--- config.mk ---
export PLATFORM = sky130hd
export DESIGN_NAME = feed_sequencer_flat
export DESIGN_NICKNAME = d
export VERILOG_FILES = /design/src/rtl/feed_sequencer_if.sv /design/src/rtl/feed_sequencer.sv /design/src/flat_wrapper.sv
export SDC_FILE = /design/constraint.sdc
export NUM_CORES = 1
export LEC_CHECK = 0
export CAP_MARGIN = 20
export CORE_AREA = 2 2 177 179
export CTS_CLUSTER_DIAMETER = 30
export CTS_CLUSTER_SIZE = 25
export DETAILED_ROUTE_END_ITERATION = 8
export DIE_AREA = 0 0 179 181
export PLACE_DENSITY = 0.68
export SYNTH_ARGS = -nofsm -noshare
export SYNTH_HDL_FRONTEND = slang
export SYNTH_HIERARCHICAL = 1
export SYNTH_SLANG_ARGS = --single-unit
--- constraint.sdc ---
create_clock -name clk -period 9.7 [get_ports clk]
set_input_delay 2.91 -clock clk [delete_from_list [all_inputs] [get_ports clk]]
set_output_delay 2.91 -clock clk [all_outputs]
set_load 0.02 [all_outputs]
--- src/rtl/feed_sequencer_if.sv ---
// feed_sequencer_if: tile handshake plus feeder-side bus of the feed sequencer.
// master = tile producer / testbench side, slave = sequencer side.
interface feed_sequencer_if #(
  parameter int NUM_ROWS       = 4,
  parameter int BYTES_PER_WORD = 7
);
  localparam int W = 8 * BYTES_PER_WORD;

  logic [NUM_ROWS*W-1:0] tile_in;
  logic                  tile_valid;
  logic                  tile_ready;
  logic                  stall;
  logic [NUM_ROWS*W-1:0] feed_data;
  logic                  feed_load;
  logic [NUM_ROWS-1:0]   feed_enable;
  logic                  busy;
  logic                  done;

  modport master (
    output tile_in, tile_valid, stall,
    input  tile_ready, feed_data, feed_load, feed_enable, busy, done
  );

  modport slave (
    input  tile_in, tile_valid, stall,
    output tile_ready, feed_data, feed_load, feed_enable, busy, done
  );
endinterface

--- src/rtl/feed_sequencer.sv ---
// feed_sequencer: accepts one operand tile, pulses feed_load to the row
// feeders, then issues per-row skewed shift enables (row r lags row 0 by r
// cycles) to form the diagonal wavefront of the systolic array.
// Optional build macro FEED_GAP_EN: inserts an idle gap cycle after every
// active FEED cycle for feeders whose PE needs one idle cycle per byte.

// Row enable window: row ROW shifts while ROW <= c < ROW + BPW.
module feed_seq_row #(
  parameter int ROW = 0,
  parameter int BPW = 7,
  parameter int CW  = 4
) (
  input  logic [CW-1:0] c_i,
  output logic          en_o
);
  assign en_o = (int'(c_i) >= ROW) && (int'(c_i) < ROW + BPW);
endmodule

module feed_sequencer #(
  parameter int NUM_ROWS       = 4,
  parameter int BYTES_PER_WORD = 7
) (
  input  logic clk,
  input  logic reset,
  feed_sequencer_if.slave bus
);
  localparam int W  = 8 * BYTES_PER_WORD;
  localparam int CW = $clog2(BYTES_PER_WORD + NUM_ROWS);
  // Last step index: row NUM_ROWS-1 sees its final byte here.
  localparam logic [CW-1:0] C_LAST = CW'(BYTES_PER_WORD + NUM_ROWS - 2);

  typedef enum logic [1:0] {S_IDLE, S_LOAD, S_FEED, S_DONE} state_t;

  state_t                state_q;
  logic [CW-1:0]         c_q, c_d;
  logic [NUM_ROWS-1:0]   mask_q, mask_d;
  logic [NUM_ROWS*W-1:0] data_q;
  logic                  load_q, busy_q, done_q, ready_q;
  logic                  active;
  logic                  adv;

`ifdef FEED_GAP_EN
  logic gap_q;
  // Gap cycles never drive enables and ignore stall.
  assign active = (state_q == S_FEED) && !gap_q;
`else
  assign active = (state_q == S_FEED);
`endif

  // A step is consumed only on an active, non-stalled FEED cycle.
  assign adv = active && !bus.stall;

  // Next step index: 0 when entering FEED from LOAD, else c+1.
  assign c_d = (state_q == S_FEED) ? c_q + CW'(1) : '0;

  // Enable mask for the next step is precomputed so that mask_q is a
  // register and only the same-cycle stall gate is combinational.
  for (genvar r = 0; r < NUM_ROWS; r++) begin : g_row
    feed_seq_row #(
      .ROW (r),
      .BPW (BYTES_PER_WORD),
      .CW  (CW)
    ) u_row (
      .c_i  (c_d),
      .en_o (mask_d[r])
    );
  end

  // Sequencer FSM with registered outputs.
  always_ff @(posedge clk or posedge reset) begin
    if (reset) begin
      state_q <= S_IDLE;
      c_q     <= '0;
      mask_q  <= '0;
      data_q  <= '0;
      load_q  <= 1'b0;
      busy_q  <= 1'b0;
      done_q  <= 1'b0;
      ready_q <= 1'b0;
`ifdef FEED_GAP_EN
      gap_q   <= 1'b0;
`endif
    end else begin
      case (state_q)
        S_IDLE: begin
          ready_q <= 1'b1;
          if (bus.tile_valid && ready_q) begin
            data_q  <= bus.tile_in;
            load_q  <= 1'b1;
            busy_q  <= 1'b1;
            ready_q <= 1'b0;
            state_q <= S_LOAD;
          end
        end
        S_LOAD: begin
          load_q  <= 1'b0;
          c_q     <= '0;
          mask_q  <= mask_d;
          state_q <= S_FEED;
`ifdef FEED_GAP_EN
          gap_q   <= 1'b0;
`endif
        end
        S_FEED: begin
          if (adv) begin
            if (c_q == C_LAST) begin
              mask_q  <= '0;
              done_q  <= 1'b1;
              state_q <= S_DONE;
            end else begin
              c_q    <= c_d;
              mask_q <= mask_d;
`ifdef FEED_GAP_EN
              gap_q  <= 1'b1;
`endif
            end
          end
`ifdef FEED_GAP_EN
          else if (gap_q) begin
            gap_q <= 1'b0;
          end
`endif
        end
        S_DONE: begin
          done_q  <= 1'b0;
          busy_q  <= 1'b0;
          ready_q <= 1'b1;
          state_q <= S_IDLE;
        end
        default: state_q <= S_IDLE;
      endcase
    end
  end

  assign bus.feed_enable = adv ? mask_q : '0;
  assign bus.feed_data   = data_q;
  assign bus.feed_load   = load_q;
  assign bus.busy        = busy_q;
  assign bus.done        = done_q;
  assign bus.tile_ready  = ready_q;
endmodule

--- src/flat_wrapper.sv ---
// flat-port wrapper written by rule: the top's interface ports become plain ports
module feed_sequencer_flat 
#(
  parameter int NUM_ROWS       = 4,
  parameter int BYTES_PER_WORD = 7
)
  (clk, reset, bus_tile_in, bus_tile_valid, bus_stall, bus_tile_ready, bus_feed_data, bus_feed_load, bus_feed_enable, bus_busy, bus_done);
  feed_sequencer_if #(.NUM_ROWS(NUM_ROWS), .BYTES_PER_WORD(BYTES_PER_WORD)) bus_i ();
  input  logic clk;
  input  logic reset;
  input wire logic [$bits(bus_i.tile_in)-1:0] bus_tile_in;
  input wire logic [$bits(bus_i.tile_valid)-1:0] bus_tile_valid;
  input wire logic [$bits(bus_i.stall)-1:0] bus_stall;
  output wire logic [$bits(bus_i.tile_ready)-1:0] bus_tile_ready;
  output wire logic [$bits(bus_i.feed_data)-1:0] bus_feed_data;
  output wire logic [$bits(bus_i.feed_load)-1:0] bus_feed_load;
  output wire logic [$bits(bus_i.feed_enable)-1:0] bus_feed_enable;
  output wire logic [$bits(bus_i.busy)-1:0] bus_busy;
  output wire logic [$bits(bus_i.done)-1:0] bus_done;
  assign bus_i.tile_in = bus_tile_in;
  assign bus_i.tile_valid = bus_tile_valid;
  assign bus_i.stall = bus_stall;
  assign bus_tile_ready = bus_i.tile_ready;
  assign bus_feed_data = bus_i.feed_data;
  assign bus_feed_load = bus_i.feed_load;
  assign bus_feed_enable = bus_i.feed_enable;
  assign bus_busy = bus_i.busy;
  assign bus_done = bus_i.done;
  feed_sequencer #(.NUM_ROWS(NUM_ROWS), .BYTES_PER_WORD(BYTES_PER_WORD)) u_core (.clk(clk), .reset(reset), .bus(bus_i));
endmodule
==> out/results.tsv <==
stage	metric	value	unit
cells_and_area	layout cell share with drive strength beyond 1	0.299	
global_routing	first-pass GRT wire length	42.2	mm
place	hpwl dp	19.5	mm
setup_path	FF-to-FF path depth	5	
routing	routed length per instance	18.6	um
clock_network	postcts setup bufs	0	
setup_path	Critical Path Max Stage Delay	0.62	ns
timing	fmax	0.130	GHz
routing	First-pass DRT Iterations	4	
cells_and_area	# fillers	2387	
flow_run	MaxCap Viol Count	0	
setup_path	Worst Setup Start Kind	input port	
routing	vias per inst	4.45	
setup_path	crit end category	output port	
setup_path	critical path depth	4	
clock_network	TritonCTS Buffers	58	
power_and_ir_drop	Pwr Density	400	mW/mm2
synth	Mapped Avg Cell Area	17.1	um2
setup_path	delay-heaviest family, CP	buffers and inverters	
floorplanning	Initial Util	0.325	
clock_network	CTS H-tree lvls	2	
timing	final setup vio count	0	
synth	sequential fraction of the synthesis area	0.604	
synth	Commonest cells post-synth	dfrtp_1 (238), mux2_4 (138), mux2_2 (87), buf_8 (11), buf_2 (8)	
clock_network	Root Driver	clkbuf_16	
place	I/O Buffers	459	
routing	remaining routing DRC violations	0	
global_routing	initial antenna violation count	0	
synth	Synth async-reset ratio	1.00	
power_and_ir_drop	maximum vdd drop	0.194	mV
routing	1st-iter DRT viols	251	
synth	most instantiated library cell after synthesis	dfrtp_1	
power_and_ir_drop	leakage	0.00720	uW
floorplanning	# rows	64	
cells_and_area	design area	0.0168	mm2
setup_path	WS Path Type	in2out	
clock_network	CTS tree	yes	
timing	final hold violation count	0	
timing	TNS Setup	0	ns
cells_and_area	area taken by multi-input logic gates	0.00359	mm2
synth	synthesized cell area	0.00986	mm2
floorplanning	Die Span X	179	um
timing	relative slew slack	0.272	
synth	top_reg_cell synth	dfrtp_1	
place	DP Area	0.0147	mm2
global_routing	Global Route Usage Sum	0.167	
timing	Final period util	0.792	
synth	YS warnings	6	
synth	Distinct cells, synth	37	
synth	number of synthesized flops with an enable pin	0	
power_and_ir_drop	power share of the clock group	0.304	
timing	Final Max Tran Viols	0	
routing	Vias	6741	
clock_network	Clk Latency, worst-skew pair	0.55	ns
setup_path	crit-path cells	clkdlybuf4s50_1, nor2b_1, and2_1, clkdlybuf4s50_1	
power_and_ir_drop	switch share	0.319	
power_and_ir_drop	Psw	2150	uW
cells_and_area	Layout Nets	1305	
setup_path	crit path max-delay cell type	clkdlybuf4s50_1	
routing	final wirelength	28.1	mm
global_routing	vias in the first global route	7299	
power_and_ir_drop	P_int	4590	uW
routing	ANT nets after route	0	
cells_and_area	diode count	0	
clock_network	CTS sink count	238	
cells_and_area	register area	0.00596	mm2
power_and_ir_drop	total power	6740	uW
clock_network	hold buffer count at cts	0	
synth	dominant cell type by area after synthesis	dfrtp_1	
status	run status	complete, no violations	
synth	Synth area leaders	dfrtp_1 (60%), mux2_4 (21%), mux2_2 (9.9%)	
floorplanning	chip height	181	um
min_path	hold path depth	1	
setup_path	Bufs and invs on worst path	2	
timing	fin crit period	7.68	ns
synth	Synth top area share	0.604	
global_routing	largest net degree at the start of global routing	124	
timing	unrepaired setup endpoints after global routing	no	
min_path	HP Class	reg2reg	
power_and_ir_drop	Sequential Power Share	0.266	
setup_path	CP Max Fanout	14	
setup_path	CP dominant cell by count	clkdlybuf4s50_1	
clock_network	PostCTS Resize Cnt	0	
power_and_ir_drop	Gate power share	0.430	
timing	Slew @ Worst Pin	1.09	ns
synth	Syn Inst Count	577	
setup_path	critical path required time	6.79	ns
clock_network	CTS clock-pin slew for the worst setup and hold paths	0.04	ns
floorplanning	I/O Pins	460	
floorplanning	core footprint	0.0303	mm2
synth	syn_nets	812	
synth	#FFs+latches synth	238	
floorplanning	DIE AREA	0.0324	mm2
timing	Setup Skew	0.0173	ns
place	gpl congestion	0.770	
setup_path	Worst Path Arrival	4.77	ns
global_routing	Overflow after GRT	0	
cells_and_area	area grow syn2layout	70.8	%
clock_network	clk buf depth	3	
## sequential cells by signal, summed over array words and instances (netlist names)
register / count
u_core/bus.busy: 1
u_core/bus.feed_load: 1
u_core/bus.done: 1
u_core/state_q: 2
u_core/c_q: 4
u_core/mask_q: 4
u_core/bus.feed_data: 224
u_core/bus.tile_ready: 1
## metal layers
layer	global-route usage	up-vias	wire, um
met4	0.0693	0	983
met1	0.185	3294	10300
met5	0	-	0
met2	0.287	324	14000
met3	0.0604	68	2830
li1	-	3055	-
## placed cells by master (no fill, tap or decap), types with 4 or more instances in the layout
| cell type | instances |
|---|---|
| nor2b_1 | 6 |
| a21oi_1 | 6 |
| clkbuf_1 | 4 |
| inv_1 | 6 |
| clkbuf_8 | 11 |
| mux2_4 | 138 |
| inv_6 | 4 |
| clkinv_2 | 13 |
| dfrtp_1 | 238 |
| clkdlybuf4s50_1 | 459 |
| clkbuf_16 | 58 |
| nand3b_1 | 6 |
| bufinv_16 | 11 |
| clkinvlp_4 | 6 |
| ha_1 | 7 |
| nor2_1 | 7 |
| mux2_2 | 87 |
| nand2_1 | 7 |
| a31oi_1 | 5 |
| and2_1 | 4 |
## area by class of cell
cell class	instances	share of cell area
clock inverters	36	0.0297
flip-flops and latches	238	0.354
inverters	7	0.00201
clock buffers	73	0.0961
repair buffers	462	0.276
multi-input cells	303	0.213
well taps	396	0.0294
## path summary, 6_finish.rpt
| path | to | slack [ns] | start |
|---|---|---|---|
| max in group asynchronous | u_core/bus.feed_data[186] | 5.55 | reset |
| min | u_core/mask_q[1] | 0.50 | u_core/mask_q[1] |
| max | bus_feed_enable[0] | 2.02 | bus_stall |
| min in group asynchronous | u_core/mask_q[0] | 2.86 | reset |
| min reg2reg | u_core/mask_q[1] | 0.50 | u_core/mask_q[1] |
| max reg2reg | u_core/bus.feed_data[18] | 6.82 | u_core/state_q[0] |
## power groups by stage
stage / clock network [uW] / logic, uW / registers [uW]
2_1_floorplan: 0 / 1030 / 2370
3_3_place_gp: 0 / 2880 / 1780
3_5_place_dp: 0 / 2900 / 1800
4_1_cts: 2090 / 2920 / 1800
5_1_grt: 2140 / 3040 / 1860
6_report: 2050 / 2900 / 1790
## cells by family after synthesis
group / count (synthesis) / synth area share
xor+xnor: 3 / 0.00267
fa+ha+maj: 7 / 0.00888
buf+inv: 36 / 0.0319
simple gates: 41 / 0.0242
flops: 238 / 0.604
mux: 227 / 0.312
compound gates: 25 / 0.0166
## stage by stage
stage,std cells,setup slack (ns),hold slack (ns),utilization
after floorplan,577,0.259,0.464,-
after global placement,1406,2.00,0.487,0.485
after detailed placement,1406,2.01,0.491,0.485
after CTS,1515,1.99,0.503,0.555
after global routing,1515,1.88,0.511,0.555
final,1515,2.02,0.501,0.555
No activity file was read; power rests on OpenSTA's default activity.
